[src/rtl/cu_pkg.sv]
// Shared types for the vector issue control unit: control word, opcodes, FSM states.
package cu_pkg;

    typedef struct packed {
        logic       PCSrc;
        logic       RegWrite;
        logic       RegWriteV;
        logic       MemtoReg;
        logic       MemWrite;
        logic       MemSrc;
        logic       Branch;
        logic       ALUSrc;
        logic [2:0] ALUControl;
        logic [1:0] ImmSrc;
    } cu_ctrl_t;

    localparam logic [5:0] OP_RALU = 6'b000000;
    localparam logic [5:0] OP_VALU = 6'b100000;
    localparam logic [5:0] OP_ADDI = 6'b001000;
    localparam logic [5:0] OP_LD   = 6'b011001;
    localparam logic [5:0] OP_ST   = 6'b011000;
    localparam logic [5:0] OP_VLD  = 6'b111001;
    localparam logic [5:0] OP_VST  = 6'b111000;
    localparam logic [5:0] OP_BEQ  = 6'b001100;
    localparam logic [5:0] OP_BGT  = 6'b001101;
    localparam logic [5:0] OP_JUMP = 6'b000100;

    typedef enum logic [1:0] {
        IDLE   = 2'd0,
        SCALAR = 2'd1,
        VECTOR = 2'd2
    } cu_state_e;

endpackage

[src/rtl/cu_decoder.sv]
// Combinational opcode/function decode into the control word, illegal flag and vector class.
module cu_decoder
    import cu_pkg::*;
(
    input  logic [5:0] opcode_i,
    input  logic [2:0] func_i,
    output cu_ctrl_t   ctrl_o,
    output logic       illegal_o,
    output logic       is_vector_o
);

    always_comb begin
        ctrl_o    = '0;
        illegal_o = 1'b0;
        case (opcode_i)
            OP_RALU: begin
                ctrl_o.RegWrite   = 1'b1;
                ctrl_o.ALUControl = func_i;
            end
            OP_VALU: begin
                ctrl_o.RegWriteV  = 1'b1;
                ctrl_o.ALUControl = func_i;
            end
            OP_ADDI: begin
                ctrl_o.RegWrite = 1'b1;
                ctrl_o.ALUSrc   = 1'b1;
            end
            OP_LD: begin
                ctrl_o.RegWrite = 1'b1;
                ctrl_o.MemtoReg = 1'b1;
                ctrl_o.ALUSrc   = 1'b1;
            end
            OP_ST: begin
                ctrl_o.MemWrite = 1'b1;
                ctrl_o.ALUSrc   = 1'b1;
            end
            OP_VLD: begin
                ctrl_o.RegWriteV = 1'b1;
                ctrl_o.MemtoReg  = 1'b1;
                ctrl_o.ALUSrc    = 1'b1;
            end
            OP_VST: begin
                ctrl_o.MemWrite = 1'b1;
                ctrl_o.MemSrc   = 1'b1;
                ctrl_o.ALUSrc   = 1'b1;
            end
            OP_BEQ, OP_BGT: begin
                ctrl_o.Branch     = 1'b1;
                ctrl_o.ALUControl = 3'b001;
            end
            OP_JUMP: begin
                ctrl_o.Branch = 1'b1;
                ctrl_o.PCSrc  = 1'b1;
            end
            default: illegal_o = 1'b1;
        endcase
    end

    // Illegal opcodes always issue as a single scalar beat.
    assign is_vector_o = opcode_i[5] && !illegal_o;

endmodule

[src/rtl/vec_issue_control_unit.sv]
// Multi-beat issue stage: registers the decoded control word and emits vector beats with lane masks.
// Optional CU_PERF_COUNTERS_EN adds saturating InstrCount/StallCount outputs.
module vec_issue_control_unit
    import cu_pkg::*;
#(
    parameter int unsigned NUM_LANES      = 16,
    parameter int unsigned LANES_PER_BEAT = 4
) (
    input  logic                 clk,
    input  logic                 rst,
    input  logic                 InValid,
    output logic                 InReady,
    input  logic [5:0]           Opcode,
    input  logic [2:0]           Func,
    input  logic [4:0]           Rd,
    input  logic                 Flush,
    input  logic                 OutReady,
    output logic                 OutValid,
    output cu_ctrl_t             Ctrl,
    output logic [4:0]           RdOut,
    output logic [NUM_LANES-1:0] LaneMask,
    output logic [((NUM_LANES/LANES_PER_BEAT) > 1 ? $clog2(NUM_LANES/LANES_PER_BEAT) : 1)-1:0] BeatIdx,
    output logic                 LastBeat,
    output logic                 Illegal,
    output logic                 Busy
`ifdef CU_PERF_COUNTERS_EN
    ,
    output logic [31:0]          InstrCount,
    output logic [31:0]          StallCount
`endif
);

    localparam int unsigned BEATS = NUM_LANES / LANES_PER_BEAT;
    localparam int unsigned BW    = (BEATS > 1) ? $clog2(BEATS) : 1;

    cu_state_e            state_q;
    cu_ctrl_t             ctrl_q;
    logic [4:0]           rd_q;
    logic [NUM_LANES-1:0] mask_q;
    logic [BW-1:0]        beat_q;
    logic [BW-1:0]        beat_d;
    logic                 last_q;
    logic                 illegal_q;
    logic                 valid_q;
    logic                 busy_q;

    cu_ctrl_t dec_ctrl;
    logic     dec_illegal;
    logic     dec_is_vector;
    logic     accept;
    logic     fire;

    cu_decoder u_decoder (
        .opcode_i    (Opcode),
        .func_i      (Func),
        .ctrl_o      (dec_ctrl),
        .illegal_o   (dec_illegal),
        .is_vector_o (dec_is_vector)
    );

    function automatic logic [NUM_LANES-1:0] beat_mask(input logic [BW-1:0] b);
        logic [NUM_LANES-1:0] base;
        base                     = '0;
        base[LANES_PER_BEAT-1:0] = '1;
        return base << (32'(b) * LANES_PER_BEAT);
    endfunction

    assign fire    = valid_q && OutReady;
    assign InReady = !Flush && ((state_q == IDLE) || (fire && last_q));
    assign accept  = InValid && InReady;
    assign beat_d  = beat_q + BW'(1);

    // Flush outranks every handshake; accept also covers the no-bubble reload on the last beat.
    always_ff @(posedge clk or posedge rst) begin
        if (rst) begin
            state_q   <= IDLE;
            ctrl_q    <= '0;
            rd_q      <= '0;
            mask_q    <= '0;
            beat_q    <= '0;
            last_q    <= 1'b0;
            illegal_q <= 1'b0;
            valid_q   <= 1'b0;
            busy_q    <= 1'b0;
        end else if (Flush || (fire && last_q && !accept)) begin
            state_q   <= IDLE;
            ctrl_q    <= '0;
            rd_q      <= '0;
            mask_q    <= '0;
            beat_q    <= '0;
            last_q    <= 1'b0;
            illegal_q <= 1'b0;
            valid_q   <= 1'b0;
            busy_q    <= 1'b0;
        end else if (accept) begin
            state_q   <= dec_is_vector ? VECTOR : SCALAR;
            ctrl_q    <= dec_ctrl;
            rd_q      <= Rd;
            mask_q    <= dec_is_vector ? beat_mask('0) : '0;
            beat_q    <= '0;
            last_q    <= dec_is_vector ? (BEATS == 1) : 1'b1;
            illegal_q <= dec_illegal;
            valid_q   <= 1'b1;
            busy_q    <= 1'b1;
        end else if (fire && state_q == VECTOR) begin
            beat_q <= beat_d;
            mask_q <= beat_mask(beat_d);
            last_q <= (beat_d == BW'(BEATS - 1));
        end
    end

    assign OutValid = valid_q;
    assign Ctrl     = ctrl_q;
    assign RdOut    = rd_q;
    assign LaneMask = mask_q;
    assign BeatIdx  = beat_q;
    assign LastBeat = last_q;
    assign Illegal  = illegal_q;
    assign Busy     = busy_q;

`ifdef CU_PERF_COUNTERS_EN
    logic [31:0] instr_cnt_q;
    logic [31:0] stall_cnt_q;

    // Saturating counters, deliberately blind to Flush.
    always_ff @(posedge clk or posedge rst) begin
        if (rst) begin
            instr_cnt_q <= '0;
            stall_cnt_q <= '0;
        end else begin
            if (accept && instr_cnt_q != '1)
                instr_cnt_q <= instr_cnt_q + 32'd1;
            if (valid_q && !OutReady && stall_cnt_q != '1)
                stall_cnt_q <= stall_cnt_q + 32'd1;
        end
    end

    assign InstrCount = instr_cnt_q;
    assign StallCount = stall_cnt_q;
`endif

endmodule

[config.mk]
export PLATFORM = sky130hd
export DESIGN_NAME = vec_issue_control_unit
export DESIGN_NICKNAME = d
export VERILOG_FILES = /design/src/rtl/cu_pkg.sv /design/src/rtl/cu_decoder.sv /design/src/rtl/vec_issue_control_unit.sv
export SDC_FILE = /design/constraint.sdc
export NUM_CORES = 1
export LEC_CHECK = 0
export BUFFER_PORTS_ARGS = -buffer_cell sky130_fd_sc_hd__buf_2
export CELL_PAD_IN_SITES_DETAIL_PLACEMENT = 1
export CELL_PAD_IN_SITES_GLOBAL_PLACEMENT = 1
export CORE_ASPECT_RATIO = 0.9
export CORE_MARGIN = 4
export CORE_UTILIZATION = 31
export DETAILED_ROUTE_END_ITERATION = 8
export PLACE_DENSITY_LB_ADDON = 0.1
export SYNTH_ARGS = -nofsm -noshare
export SYNTH_HDL_FRONTEND = slang
export SYNTH_SLANG_ARGS = --single-unit
[constraint.sdc]
create_clock -name clk -period 1.3 [get_ports clk]
set_input_delay 0.13 -clock clk [delete_from_list [all_inputs] [get_ports clk]]
set_output_delay 0.13 -clock clk [all_outputs]
set_load 0.1 [all_outputs]
---- Word-level counts from Yosys, hierarchy flattened ----
Index checks and enable logic that the tools add are counted.
operators by class
  reductions and logical operators ........ 24
  eq/ne operators ......................... 11
  shifts and indexed selects .............. 1
  mux-type cells .......................... 32
  add/subtract/negate cells ............... 1
operator list
  operator                                             number
  2-to-1 mux 16 bit                                    3
  2-to-1 mux 13 bit                                    2
  equality test 6 x 4 -> 1 bit, second input constant  3
  equality test 6 bit, second input constant           3
  2-to-1 mux 1 bit                                     17
  << shifter 4 x 4 -> 16 bit, first input constant     1
  equality test 6 x 5 -> 1 bit, second input constant  2
  2-to-1 mux 2 bit                                     6
  2-to-1 mux 5 bit                                     2
  OR reduction 10 bit                                  1
  OR reduction 2 bit                                   5
  logical AND 1 bit                                    7
  equality test 6 x 3 -> 1 bit, second input constant  1
  logical NOT 6 bit                                    1
  case mux 3 bit (2 select lines)                      1
  OR reduction 3 bit                                   2
  OR reduction 5 bit                                   1
  equality test 2 bit, second input constant           2
  2-to-1 mux 4 bit                                     1
  nonzero test 3 bit                                   1
  adder 2 x 1 -> 2 bit, second input constant          1
  logical NOT 1 bit                                    2
  logical NOT 2 bit                                    1
  logical OR 1 bit                                     2
  nonzero test 2 bit                                   1
storage, ports and cells
  bits of input ports ..................... 19
  word-level logic and storage cells ...... 86
  bits in registers ....................... 41
  output and inout bits ................... 41

---- Longest topological paths before layout ----
  depth in word-level cells ............... 9
  gate-level depth with buffers ........... 5
  mapped depth without buffers ............ 4

---- Modules after synthesis ----
A second synthesis with hierarchy kept.
second synthesis, totals
  cells, all modules ...................... 163
  area total of the unflattened synthesis .. 1826.8 um^2
by module, submodules not included
  module                  seq. area each (um^2)  area an instance (um^2)  times used  cells an instance
  vec_issue_control_unit  725.7                  1622.8                   1           129
  cu_decoder              0.0                    203.9                    1           34

---- Worst setup path after synthesis ----
OpenSTA, ideal clock, no wires.
  path type ............................... register to output
  from .................................... reg valid_q, in the netlist OutValid
  to ...................................... out InReady
  cell stages (with the launch flop) ...... 4
  arrival time ............................ 2.656 ns
  slack ................................... -1.486 ns
  buffers on the path ..................... 0
  cells stage by stage .................... dfrtp_1 and3_1 nor2_1 nor2_1
on the way
  longest elaborated chain between the ends .. 4
RTL lines
  what                      line                           text
  start: declaration        vec_issue_control_unit.sv:44   logic valid_q;
  start signal: assignment  vec_issue_control_unit.sv:83   valid_q <= 1'b0;
  start signal: assignment  vec_issue_control_unit.sv:93   valid_q <= 1'b0;
  start signal: assignment  vec_issue_control_unit.sv:103  valid_q <= 1'b1;
  logical AND 1 bit         vec_issue_control_unit.sv:68   assign fire = valid_q && OutReady;
  logical AND 1 bit         vec_issue_control_unit.sv:69   assign InReady = !Flush && ((state_q == IDLE) || (fire && last_q));
  logical OR 1 bit          vec_issue_control_unit.sv:69
  logical AND 1 bit         vec_issue_control_unit.sv:69
  end: declaration          vec_issue_control_unit.sv:12   output logic InReady,
Every way passes these cells.

---- Final worst setup path ----
Same ends and word-level chain as after synthesis.

==> out/metrics.cfg <==
[flow_run]
maxCapViolCount=0

[timing]
drv_slew=0
fin_crit_sh_pct=118
rsz0062_at_grt=true
finalSetupViolations=27
final.min_clock_period_ps=1530
hold_ws_ps=73.3
fmax_mhz=652
hold_viol_final=0
postLayoutSetupSlackWorst_ps=-235
fin_skew_ps=7.59

[clock_tree]
clk_path_buf_depth=2
cts_tree=yes
clock-sinks=27
clock_latency_ps=280
h-tree-depth=1
clk_pin_slew_ps=100
cts_buffers=3
cts-root-buf=clkbuf_8

[synth]
avgSynthCellArea_um2=10.4
netlist_instances=135
seq_area_frac_synth_pct=48.3
synth-seq-cells=27
synth.distinct_cells=35
yosysWarnings=0
syn_area_um2=1400

[final_layout]
antennaDiodeCount=0
mostFrequentLayoutCell=buf_2
n_fill_cell=480
stdcell_count=266
layout_common_cells=buf_2 (47), dfrtp_1 (19), buf_4 (16)
nets=230
design_area_um2=2170
area_growth_pct=55.0
drive_gt1_share_pct=58.3

[place]
portBuffers=57
gp_congestion=0.877
dp_hpwl_mm=3.10
dp_cells=255
post_dp_cell_area_um2=1920

[worst_setup_path]
required_ps=1170
crit_path_max_fanout=4
arrival_ps=1400
worstSetupPathType=flip-flop to output port
critPathCaptureType=output port
cp-start-kind=flip-flop

[die]
die_height_um=71.7
rows=22
io_pins=60
dieArea_um2=5650
dieWidth_um=78.8
start_util_pct=33.2
core_area_um2=4210

[power_and_ir_drop]
power_frac_comb_pct=30.5
p_leak_nw=1.10
power.internal_mw=1.28
power_density_nw_per_um2=919
switchingPower_mw=0.709
seq_power_share_pct=44.3
clkPwrFrac_pct=25.2
peakVddDrop_mv=0.644
swShare_pct=35.6

[routing]
wirelength_mm=4.14
via_per_inst=4.70
detail-route-antenna-nets=0
wl_per_cell_um=15.6
drc=0
initialDrtViolationCount=38
vias=1251
dr.pass1.iters=3

[grt]
grt_max_degree=28
grt_overflow=0
first_global_vias=1306
antenna_found_initial=0
grt_usage_pct=14.4
grt_pass1_wl_mm=6.42

[hold_path]
min-delay-path-class=input port to flip-flop

[outcome]
status=complete, but fails checks
violations=negative setup slack

==> flip-flops by register name, summed over array words and instances (netlist names) <==
register	cells
BeatIdx	2
LastBeat	1
LaneMask	4
Illegal	1
RdOut	5
Ctrl	11
state_q	2
OutValid	1
==> final cells by class <==
type | instances | area [um2] | area share, %
Clock buffer | 3 | 41.3 | 1.91
Clock inverter | 1 | 8.76 | 0.404
Inverter | 4 | 15.0 | 0.693
Multi-Input combinational cell | 84 | 659 | 30.4
Sequential cell | 27 | 696 | 32.1
Tap cell | 60 | 75.1 | 3.47
Timing Repair Buffer | 87 | 671 | 31.0
==> through the flow <==
step           power (mW)  setup slack, ps  util (%)  setup TNS, ps
2_1_floorplan        1.27             -276         -          -4740
3_3_place_gp         1.45            -98.6      45.6          -1460
3_5_place_dp         1.46             -124      45.6          -1760
4_1_cts              2.00             -239      49.2          -3290
5_1_grt              2.09             -288      51.4          -5340
6_report             1.99             -235      51.4          -3310
==> power groups by stage <==
stage | Combinational (mW) | Clock, mW | Sequential [mW]
6_report | 0.607 | 0.502 | 0.882
5_1_grt | 0.640 | 0.566 | 0.887
4_1_cts | 0.591 | 0.528 | 0.881
3_5_place_dp | 0.561 | 0 | 0.897
3_3_place_gp | 0.553 | 0 | 0.897
2_1_floorplan | 0.211 | 0 | 1.06
==> what timing repair did <==
action                                 CTS  global route
gates resized for setup                 17            19
setup endpoints to repair               28            32
buffers inserted                         3             5
endpoints found under the hold margin   27             0
pin swaps                               14             6
hold buffers                             1             0
gates cloned                             0             0
==> kinds of logic after synthesis <==
logic type	synth area share [%]
AO/OA/AOI/OAI	18.9
XOR/XNOR	0.627
adder cells (fa/ha/maj)	3.58
buffers and inverters	11.9
flip-flops	48.3
multiplexers	3.58
other	0.268
AND/OR/NAND/NOR	12.8
==> worst max-delay path, stage by stage, from the launching register on <==
cell     delay, ps
dfrtp_4        490
and3_4         210
buf_6          120
nor2_4         100
nor2_4          50
buf_12         150
==> path summary, 6_finish.rpt <==
path / from / end / slack, ps / cells after the start
worst max-delay path: OutValid$_DFFE_PP0P_ / InReady / -230 / 5
worst min-delay path: Rd[2] / RdOut[2]$_DFFE_PP0P_ / 70 / 2
worst max register to register: OutValid$_DFFE_PP0P_ / LastBeat$_DFFE_PP0P_ / -170 / 6
worst min register to register: Ctrl[8]$_DFFE_PP0P_ / Ctrl[8]$_DFFE_PP0P_ / 490 / 1
max in group asynchronous: rst / BeatIdx[0]$_DFFE_PP0P_ / 550 / 4
min in group asynchronous: rst / LaneMask[7]$_DFFE_PP0P_ / 460 / 4
==> cells in the mapped netlist <==
master | n | area, um2
nand3_1 | 2 | 10.0
or4_1 | 1 | 7.51
a211oi_1 | 1 | 7.51
dfrtp_1 | 27 | 676
o21bai_1 | 1 | 7.51
and2_1 | 2 | 12.5
buf_4 | 16 | 120
inv_1 | 4 | 15.0
a32o_1 | 4 | 40.0
a22o_1 | 10 | 87.6
o22ai_1 | 1 | 6.26
nor4b_1 | 1 | 8.76
o31ai_1 | 1 | 7.51
o2bb2ai_1 | 1 | 8.76
a211oi_2 | 1 | 12.5
buf_6 | 1 | 11.3
nor2b_1 | 1 | 6.26
a21o_1 | 1 | 7.51
nand4b_1 | 2 | 17.5
nand2b_1 | 1 | 6.26
nor3_1 | 2 | 10.0
nand2_1 | 8 | 30.0
conb_1 | 1 | 3.75
mux2i_1 | 5 | 50.1
and3_1 | 1 | 6.26
o21a_1 | 1 | 7.51
o21ai_0 | 4 | 20.0
o211ai_2 | 1 | 12.5
nor2_1 | 17 | 63.8
o21ai_1 | 2 | 10.0
ha_1 | 4 | 50.1
buf_2 | 4 | 20.0
a21oi_1 | 4 | 20.0
o221ai_1 | 1 | 8.76
xnor2_1 | 1 | 8.76
==> routing by layer <==
layer / vias up / global-route usage, % / routed length, um
li1: 599 / - / -
met1: 615 / 20.1 / 1980
met2: 35 / 22.6 / 1950
met3: 2 / 3.52 / 197
met4: 0 / 2.91 / 17
met5: - / 0 / 0
Note: power is estimated with default switching activity, not from simulation.
